===== config.mk =====
export PLATFORM = sky130hd
export DESIGN_NAME = alu_arbiter
export DESIGN_NICKNAME = d
export VERILOG_FILES = /design/src/rtl/alu_arbiter.sv
export SDC_FILE = /design/constraint.sdc
export NUM_CORES = 1
export LEC_CHECK = 0
export ABC_AREA = 1
export BUFFER_PORTS_ARGS = -buffer_cell sky130_fd_sc_hd__buf_2
export CORE_ASPECT_RATIO = 2
export CORE_MARGIN = 2
export CORE_UTILIZATION = 40
export DETAILED_ROUTE_END_ITERATION = 12
export PLACE_DENSITY_LB_ADDON = 0.1
export RECOVER_POWER = 50
export REMOVE_ABC_BUFFERS = 1
export SYNTH_ARGS = -nofsm -noshare
export SYNTH_HDL_FRONTEND = slang
export SYNTH_SLANG_ARGS = --single-unit

===== constraint.sdc =====
create_clock -name clk -period 4.4 [get_ports clk]
set_input_delay 0.44 -clock clk [delete_from_list [all_inputs] [get_ports clk]]
set_output_delay 0.44 -clock clk [all_outputs]
set_load 0.05 [all_outputs]

===== src/rtl/alu_arbiter.sv =====
// alu_arbiter
//   Shares one combinational ALU between two requesters. Arbitration is
//   round-robin, and one operation is in flight at a time. The winning request
//   is registered onto the ALU inputs. The ALU result is captured one cycle
//   later and returned on a per-requester response channel that supports
//   backpressure.
//
// Ports
//   clk, rst                  clock; asynchronous active-high reset
//   reqN_valid/ready          request handshake (N = 0, 1)
//   reqN_a, reqN_b, reqN_op   request operands and opcode
//   rspN_valid/ready          response handshake for requester N
//   rsp_c, rsp_zero           result and zero flag shared by both responses
//   alu_a, alu_b, alu_op      registered drive to the external ALU
//   alu_c, alu_zero           external ALU result and zero flag
module alu_arbiter #(
  parameter int unsigned WIDTH = 32,
  parameter int unsigned OPW   = 4
) (
  input  logic             clk,
  input  logic             rst,
  input  logic             req0_valid,
  output logic             req0_ready,
  input  logic [WIDTH-1:0] req0_a,
  input  logic [WIDTH-1:0] req0_b,
  input  logic [OPW-1:0]   req0_op,
  input  logic             req1_valid,
  output logic             req1_ready,
  input  logic [WIDTH-1:0] req1_a,
  input  logic [WIDTH-1:0] req1_b,
  input  logic [OPW-1:0]   req1_op,
  output logic             rsp0_valid,
  input  logic             rsp0_ready,
  output logic             rsp1_valid,
  input  logic             rsp1_ready,
  output logic [WIDTH-1:0] rsp_c,
  output logic             rsp_zero,
  output logic [WIDTH-1:0] alu_a,
  output logic [WIDTH-1:0] alu_b,
  output logic [OPW-1:0]   alu_op,
  input  logic [WIDTH-1:0] alu_c,
  input  logic             alu_zero
);

  typedef enum logic [1:0] {
    ST_IDLE = 2'd0,
    ST_EXEC = 2'd1,
    ST_RESP = 2'd2
  } state_t;

  state_t           state_q, state_d;
  logic             last_grant_q, last_grant_d;
  logic             owner_q, owner_d;
  logic [WIDTH-1:0] alu_a_q, alu_a_d;
  logic [WIDTH-1:0] alu_b_q, alu_b_d;
  logic [OPW-1:0]   alu_op_q, alu_op_d;
  logic [WIDTH-1:0] rsp_c_q, rsp_c_d;
  logic             rsp_zero_q, rsp_zero_d;

  logic grant0, grant1;
  logic owner_rsp_ready;

  // On a tie the requester that was not granted last wins. A withdrawn valid
  // leaves last_grant untouched because no transition to EXEC is taken.
  always_comb begin
    grant0 = req0_valid && (!req1_valid || last_grant_q);
    grant1 = req1_valid && (!req0_valid || !last_grant_q);
  end

  always_comb begin
    req0_ready = (state_q == ST_IDLE) && !rst && grant0;
    req1_ready = (state_q == ST_IDLE) && !rst && grant1;
    rsp0_valid = (state_q == ST_RESP) && !owner_q;
    rsp1_valid = (state_q == ST_RESP) &&  owner_q;
  end

  always_comb begin
    owner_rsp_ready = owner_q ? rsp1_ready : rsp0_ready;
  end

  always_comb begin
    state_d      = state_q;
    last_grant_d = last_grant_q;
    owner_d      = owner_q;
    alu_a_d      = alu_a_q;
    alu_b_d      = alu_b_q;
    alu_op_d     = alu_op_q;
    rsp_c_d      = rsp_c_q;
    rsp_zero_d   = rsp_zero_q;
    unique case (state_q)
      ST_IDLE: begin
        if (grant0 || grant1) begin
          state_d      = ST_EXEC;
          owner_d      = grant1;
          last_grant_d = grant1;
          alu_a_d      = grant1 ? req1_a  : req0_a;
          alu_b_d      = grant1 ? req1_b  : req0_b;
          alu_op_d     = grant1 ? req1_op : req0_op;
        end
      end
      ST_EXEC: begin
        state_d    = ST_RESP;
        rsp_c_d    = alu_c;
        rsp_zero_d = alu_zero;
      end
      ST_RESP: begin
        if (owner_rsp_ready) begin
          state_d = ST_IDLE;
        end
      end
      default: begin
        state_d = ST_IDLE;
      end
    endcase
  end

  always_ff @(posedge clk or posedge rst) begin
    if (rst) begin
      state_q      <= ST_IDLE;
      last_grant_q <= 1'b1;
      owner_q      <= 1'b0;
      alu_a_q      <= '0;
      alu_b_q      <= '0;
      alu_op_q     <= '0;
      rsp_c_q      <= '0;
      rsp_zero_q   <= 1'b0;
    end else begin
      state_q      <= state_d;
      last_grant_q <= last_grant_d;
      owner_q      <= owner_d;
      alu_a_q      <= alu_a_d;
      alu_b_q      <= alu_b_d;
      alu_op_q     <= alu_op_d;
      rsp_c_q      <= rsp_c_d;
      rsp_zero_q   <= rsp_zero_d;
    end
  end

  assign alu_a    = alu_a_q;
  assign alu_b    = alu_b_q;
  assign alu_op   = alu_op_q;
  assign rsp_c    = rsp_c_q;
  assign rsp_zero = rsp_zero_q;

endmodule


==> summary.md, run 1 <==
| Metric | Value |
|---|---|
| Synth unique cells | `16` |
| Placed Instances | `~1100` |
| Post-synth top area share | `approximately 52%` |
| Critical path class | `in2out` |
| Yosys warning count | `0` |
| Most common cell type on the critical path | `buf_2` |
| Cell taking the most area after synthesis | `dfrtp_1` |
| CP Capture Type | `output pin` |
| Area after DPL | `6409 um2` |
| Top cells by count, synth | `nand2_1, dfrtp_1, nand3_1` |
| Sequential share of the synthesized area | `between 50% and 60%` |
| CP peak stage delay | `~0.44 ns` |
| Routed length per instance | `13.72 um` |
| Max_slew headroom | `5.853%` |
| Max_cap viols | `0` |
| Net Sw Power | `approximately 3200 uW` |
| Unrepaired setup endpoints after global routing | `no` |
| Die area | `between 10000 and 15000 um2` |
| Sequential share of power | `29.5%` |
| CTS Buf Count | `9` |
| Post-CTS setup buffer count | `0` |
| Drt first-iter violations | `~240` |
| Min Tclk post-route | `~2.2 ns` |
| Initial antenna violation count | `1` |
| Fin Clk Skew | `roughly 0.010 ns` |
| Critical path peak fanout | `29` |
| Final WS setup | `between 2 and 2.5 ns` |
| HPWL after detailed placement | `roughly 11 mm` |
| CP arrival | `between 1.5 and 2 ns` |
| Leakage | `between 0.003 and 0.004 uW` |
| Clock-pin slew on the worst setup and hold paths | `~0.070 ns` |
| Area Growth Syn to Fin | `31.39%` |
| Post-route cell area | `roughly 6600 um2` |
| Synth top area cells | `dfrtp_1, nand2_1, nand3_1, clkbuf_1, buf_2` |
| Via count | `around 5300` |
| Final ANT Viol Nets | `0` |
| Post-Synthesis Cells | `a little under 700` |
| Critical-path cell list | `buf_2, nand2_2, nor2_1, buf_2` |
| Fillcell total | `between 1000 and 1500` |
| TritonCTS Sinks | `roughly 110` |
| Outcome | `finished, final reports clean` |
| Synth Register Bits | `~110` |
| Async S/R FF share, synth | `between 90% and 100%` |
| Worst vdd ir | `between 400 and 500 uV` |
| Period utilization | `50.92%` |
| I/O pin total | `280` |
| Clock Tree Buf Depth | `2` |
| DRC viols | `0` |
| Starting Density | `41.05%` |
| GPL Wtd Cong | `0.8398` |
| CTS tree | `yes` |
| Final WL | `between 10 and 15 mm` |
| First-pass GRT wire length | `approximately 24 mm` |
| Number of synthesized flops with an enable pin | `0` |
| Largest net degree at the start of global routing | `73` |
| Grt ovf | `0` |
| Skew-Pair Late Insertion Delay | `0.34 ns` |
| Pre-CTS WS | `between 2 and 2.5 ns` |
| Slowest CP cell | `nand2_2` |
| Maximum clock frequency | `about 450 MHz` |
| Combinational share of power | `56.7%` |
| Setup TNS | `0 ns` |
| Fin util | `a little over half` |
| Final setup fails | `0` |
| CTS H-tree depth | `3` |
| Slew @ Worst Pin | `about 1.4 ns` |
| Die Width | `around 83 um` |
| Worst min path class | `in2async` |
| Hold-fix buffer count after cts | `0` |
| Syn_area_per_cell | `7.319 um2` |
| Post_cts resized | `0` |
| DR pass1 iterations | `5` |
| Clk pwr share | `approximately 14%` |
| Port Buffers | `approximately 280` |
| Switch share | `56.70%` |
| CP Launch Type | `primary input` |
| Max-slew violations | `0` |
| P_int | `about 2500 uW` |
| Vias in the first global route | `4996` |
| Nets | `about 1100` |
| Cell Pwr Density | `between 800 and 900 nW/um2` |
| Total track usage | `between 20 and 25%` |
| CP Data Required Time | `3.96 ns` |
| Post-synth top flop | `dfrtp_1` |
| Fraction of layout cells with a size suffix above 1 | `21.86%` |
| Final cell count without fillers | `approximately 1100` |
| Final Hold Viols | `0` |
| Core outline area | `12200 um2` |
| DIE HEIGHT | `between 150 and 200 um` |
| Vias/cell | `about 4.8` |
| Root Buffer | `clkbuf_16` |
| Placement Rows | `57` |
| Mapped Area | `approximately 5000 um2` |
| Most common cell in the netlist | `nand2_1` |
-- state kept, by name, summed over array words and instances (netlist names) --
register      flops
state_q           2
owner_q           1
alu_b            32
rsp_c            32
alu_op            4
rsp_zero          1
last_grant_q      1
alu_a            32
-- cell usage in the layout (no fill, tap or decap), types with 2 or more instances in the layout --
| cell | count |
|---|---|
| nand3_1 | 102 |
| buf_2 | 177 |
| nand2_2 | 2 |
| dfrtp_1 | 104 |
| nor2_1 | 5 |
| inv_1 | 3 |
| inv_2 | 2 |
| buf_4 | 5 |
| clkinvlp_4 | 2 |
| nand2_1 | 413 |
| clkbuf_1 | 103 |
| clkbuf_16 | 9 |
| o21ai_1 | 2 |
-- final timing paths --
check	start	to	slack, ns	cells after the start
max in group asynchronous	rst	alu_b[20]$_DFFE_PP0P_	2.42	3
min reg2reg	rsp_c[21]$_DFFE_PP0N_	rsp_c[21]$_DFFE_PP0N_	0.47	2
min	rst	rsp_c[12]$_DFFE_PP0N_	0.17	2
max reg2reg	state_q[1]$_DFFE_PP0P_	rsp_c[31]$_DFFE_PP0N_	2.35	4
max	req1_valid	req1_ready	2.16	4
min in group clk	alu_c[6]	rsp_c[6]$_DFFE_PP0N_	0.34	3
-- metal layers --
layer  GRT usage, %  share of wire (%)  wire (um)
met2          39.96                 53       7879
met1          25.94                 39       5800
met5              0                  0          0
met3          3.354                5.5        825
met4          8.122                2.6        389
-- area by class of cell --
cell class                      instances  area, um2  area share (%)
Antenna cell                            1      2.502         0.03804
Clock buffer                           11      242.7           3.690
Clock inverter                          4      53.80          0.8180
Inverter                                6      25.02          0.3804
Multi-Input combinational cell        527       2130           32.38
Sequential cell                       105       2629           39.97
Tap cell                              147      183.9           2.796
Timing Repair Buffer                  285       1311           19.94
-- cells by family (layout without fill, tap and decap cells) --
group	after synthesis	count (layout)	share of synthesized area [%]
buffers and inverters	52	306	5.049
DFF	105	105	52.51
AOI/OAI and AO/OA	4	4	0.6248
other	0	1	0
and+or+nand+nor	523	523	41.81
-- stage by stage --
step,power [uW],hold WS [ns]
4_1_cts,5893,0.1944
5_1_grt,6095,0.2442
6_report,5719,0.1682
3_3_place_gp,5034,0.4490
3_5_place_dp,5082,0.4538
2_1_floorplan,4159,0.4603
-- worst max-delay path: cells and delay by family --
family                 cells  cell delay (ns)
and+or+nand+nor            2             0.64
buffers and inverters      2             0.70
-- power groups by stage --
stage                     clock network, uW  registers [uW]  logic (uW)
after floorplan                           0            3250         909
after global placement                    0            1670        3370
after detailed placement                  0            1680        3400
after CTS                               816            1670        3410
after global routing                    855            1740        3500
final                                   790            1690        3240
Power figures use the tool's default switching activity.
==> inputs of run 2 (changes only) <==
==> constraint.sdc (replaced) <==
create_clock -name clk -period 2.2 [get_ports clk]
set_input_delay 0.22 -clock clk [delete_from_list [all_inputs] [get_ports clk]]
set_output_delay 0.22 -clock clk [all_outputs]
set_load 0.05 [all_outputs]
==> summary.md, run 2 (synthesis results as in run 1) <==
| Metric | Value |
|---|---|
| Sequential cell area | `2629 um2` |
| Leakage | `~0.0040 uW` |
| Port Buffers | `279` |
| Final ANT Viol Nets | `0` |
| Fillcell total | `1248` |
| TritonCTS Sinks | `approximately 110` |
| CP Launch Type | `flip-flop` |
| Overall power | `roughly 12000 uW` |
| CP arrival | `1.59 ns` |
| Post_cts resized | `0` |
| Clock-pin slew on the worst setup and hold paths | `0.07 ns` |
| Final Hold Viols | `0` |
| I/O pin total | `280` |
| Max-slew violations | `0` |
| Final setup fails | `0` |
| DR pass1 iterations | `4` |
| Outcome | `finished, final reports clean` |
| Final WL | `around 15 mm` |
| Final cell count without fillers | `~1100` |
| Area Growth Syn to Fin | `33.44%` |
| Critical path peak fanout | `14` |
| Worst vdd ir | `948.4 uV` |
| Fraction of layout cells with a size suffix above 1 | `~28%` |
| Area of the multi-input gates | `around 2100 um2` |
| HPWL after detailed placement | `11.17 mm` |
| Worst R2R Setup Slack | `approximately 0.49 ns` |
| Grt ovf | `0` |
| Root Buffer | `clkbuf_16` |
| Placement Rows | `57` |
| Skew-Pair Late Insertion Delay | `approximately 0.34 ns` |
| Max_slew headroom | `5.015%` |
| Die area | `approximately 13000 um2` |
| Starting Density | `approximately two fifths` |
| Max_cap viols | `0` |
| Fin Clk Skew | `between 0.008 and 0.009 ns` |
| Die Width | `slightly above 80 um` |
| Unrepaired setup endpoints after global routing | `no` |
| Drt first-iter violations | `between 300 and 400` |
| DRC viols | `0` |
| Initial antenna violation count | `1` |
| Total track usage | `22.31%` |
| Routed length per instance | `between 10 and 15 um` |
| Worst min path class | `in2reg` |
| GPL Wtd Cong | `0.8355` |
| Slew @ Worst Pin | `1.425 ns` |
| CP Data Required Time | `1.98 ns` |
| Clock Tree Buf Depth | `2` |
| Most frequent cells in the layout | `nand2_1, buf_2, dfrtp_1` |
| CTS H-tree depth | `3` |
| Cell Pwr Density | `1730 nW/um2` |
| Placed Instances | `roughly 1100` |
| Pre-CTS WS | `~0.48 ns` |
| Final WS setup | `between 0.3 and 0.4 ns` |
| CP Capture Type | `output pin` |
| Post-CTS setup buffer count | `0` |
| Commonest non-fill, non-tap cell in the layout | `nand2_1` |
| DIE HEIGHT | `approximately 160 um` |
| Min Tclk post-route | `1.806 ns` |
| Maximum clock frequency | `around 550 MHz` |
| Via count | `approximately 5300` |
| Setup TNS | `0 ns` |
| Hold-fix buffer count after cts | `0` |
| Period utilization | `~82%` |
| First-pass GRT wire length | `24.48 mm` |
| CTS Buf Count | `9` |
| CTS tree | `yes` |
| Critical path class | `reg2out` |
| Largest net degree at the start of global routing | `106` |
| Vias in the first global route | `5106` |
| Nets | `between 1000 and 1500` |
| Core outline area | `12200 um2` |
| Vias/cell | `about 4.9` |
==> run 2: final timing paths <==
| check | cells after the start | start | to |
|---|---|---|---|
| setup / recovery | 4 | state_q[0]$_DFFE_PP0P_ | req0_ready |
| hold / removal | 3 | alu_c[1] | rsp_c[1]$_DFFE_PP0N_ |
| setup reg to reg | 6 | state_q[0]$_DFFE_PP0P_ | alu_a[18]$_DFFE_PP0P_ |
| hold reg to reg | 2 | rsp_c[10]$_DFFE_PP0N_ | rsp_c[10]$_DFFE_PP0N_ |
| max in group asynchronous | 3 | rst | alu_a[29]$_DFFE_PP0P_ |
| min in group asynchronous | 3 | rst | alu_b[1]$_DFFE_PP0P_ |
==> run 2: final cells by class <==
type                    instances  area share (%)
inverters                       6          0.3559
flip-flops and latches        105           39.35
clock inverters                 5          0.5806
clock buffers                  11           3.634
well taps                     147           2.753
diodes                          1         0.03746
multi-input cells             527           31.88
repair buffers                292           21.41
==> run 2: layer usage <==
layer	wire length [um]	GRT usage [%]	part of all wire, %	up-vias
met5	0	0	0	-
met4	610	10.66	4.1	0
met3	910	4.319	6.0	38
met2	7918	40.76	53	223
met1	5615	24.49	37	2449
li1	-	-	-	2638
==> run 2: stage by stage <==
step                cell area [um2]  utilization [%]  hold WS, ns
floorplan                      4776                -       0.3659
global route                   6680            54.78      0.09591
finish                         6680            54.78       0.1081
detailed placement             6474            53.08       0.4381
CTS                            6755            55.39      0.06275
global placement               6474            53.08       0.4367
==> run 2: power breakdown <==
part | total [uW] | switching, uW | internal [uW] | leakage, uW
Clock | 1530 | 719 | 808 | 0.000137
Combinational | 6630 | 5290 | 1340 | 0.00256
Sequential | 3400 | 527 | 2870 | 0.00130
==> run 2: critical path: stages, from the launching register on <==
cell and delay (ns):
dfrtp_1 0.54, nor2_2 0.22, nand2_1 0.09, nor2_1 0.10, buf_2 0.28
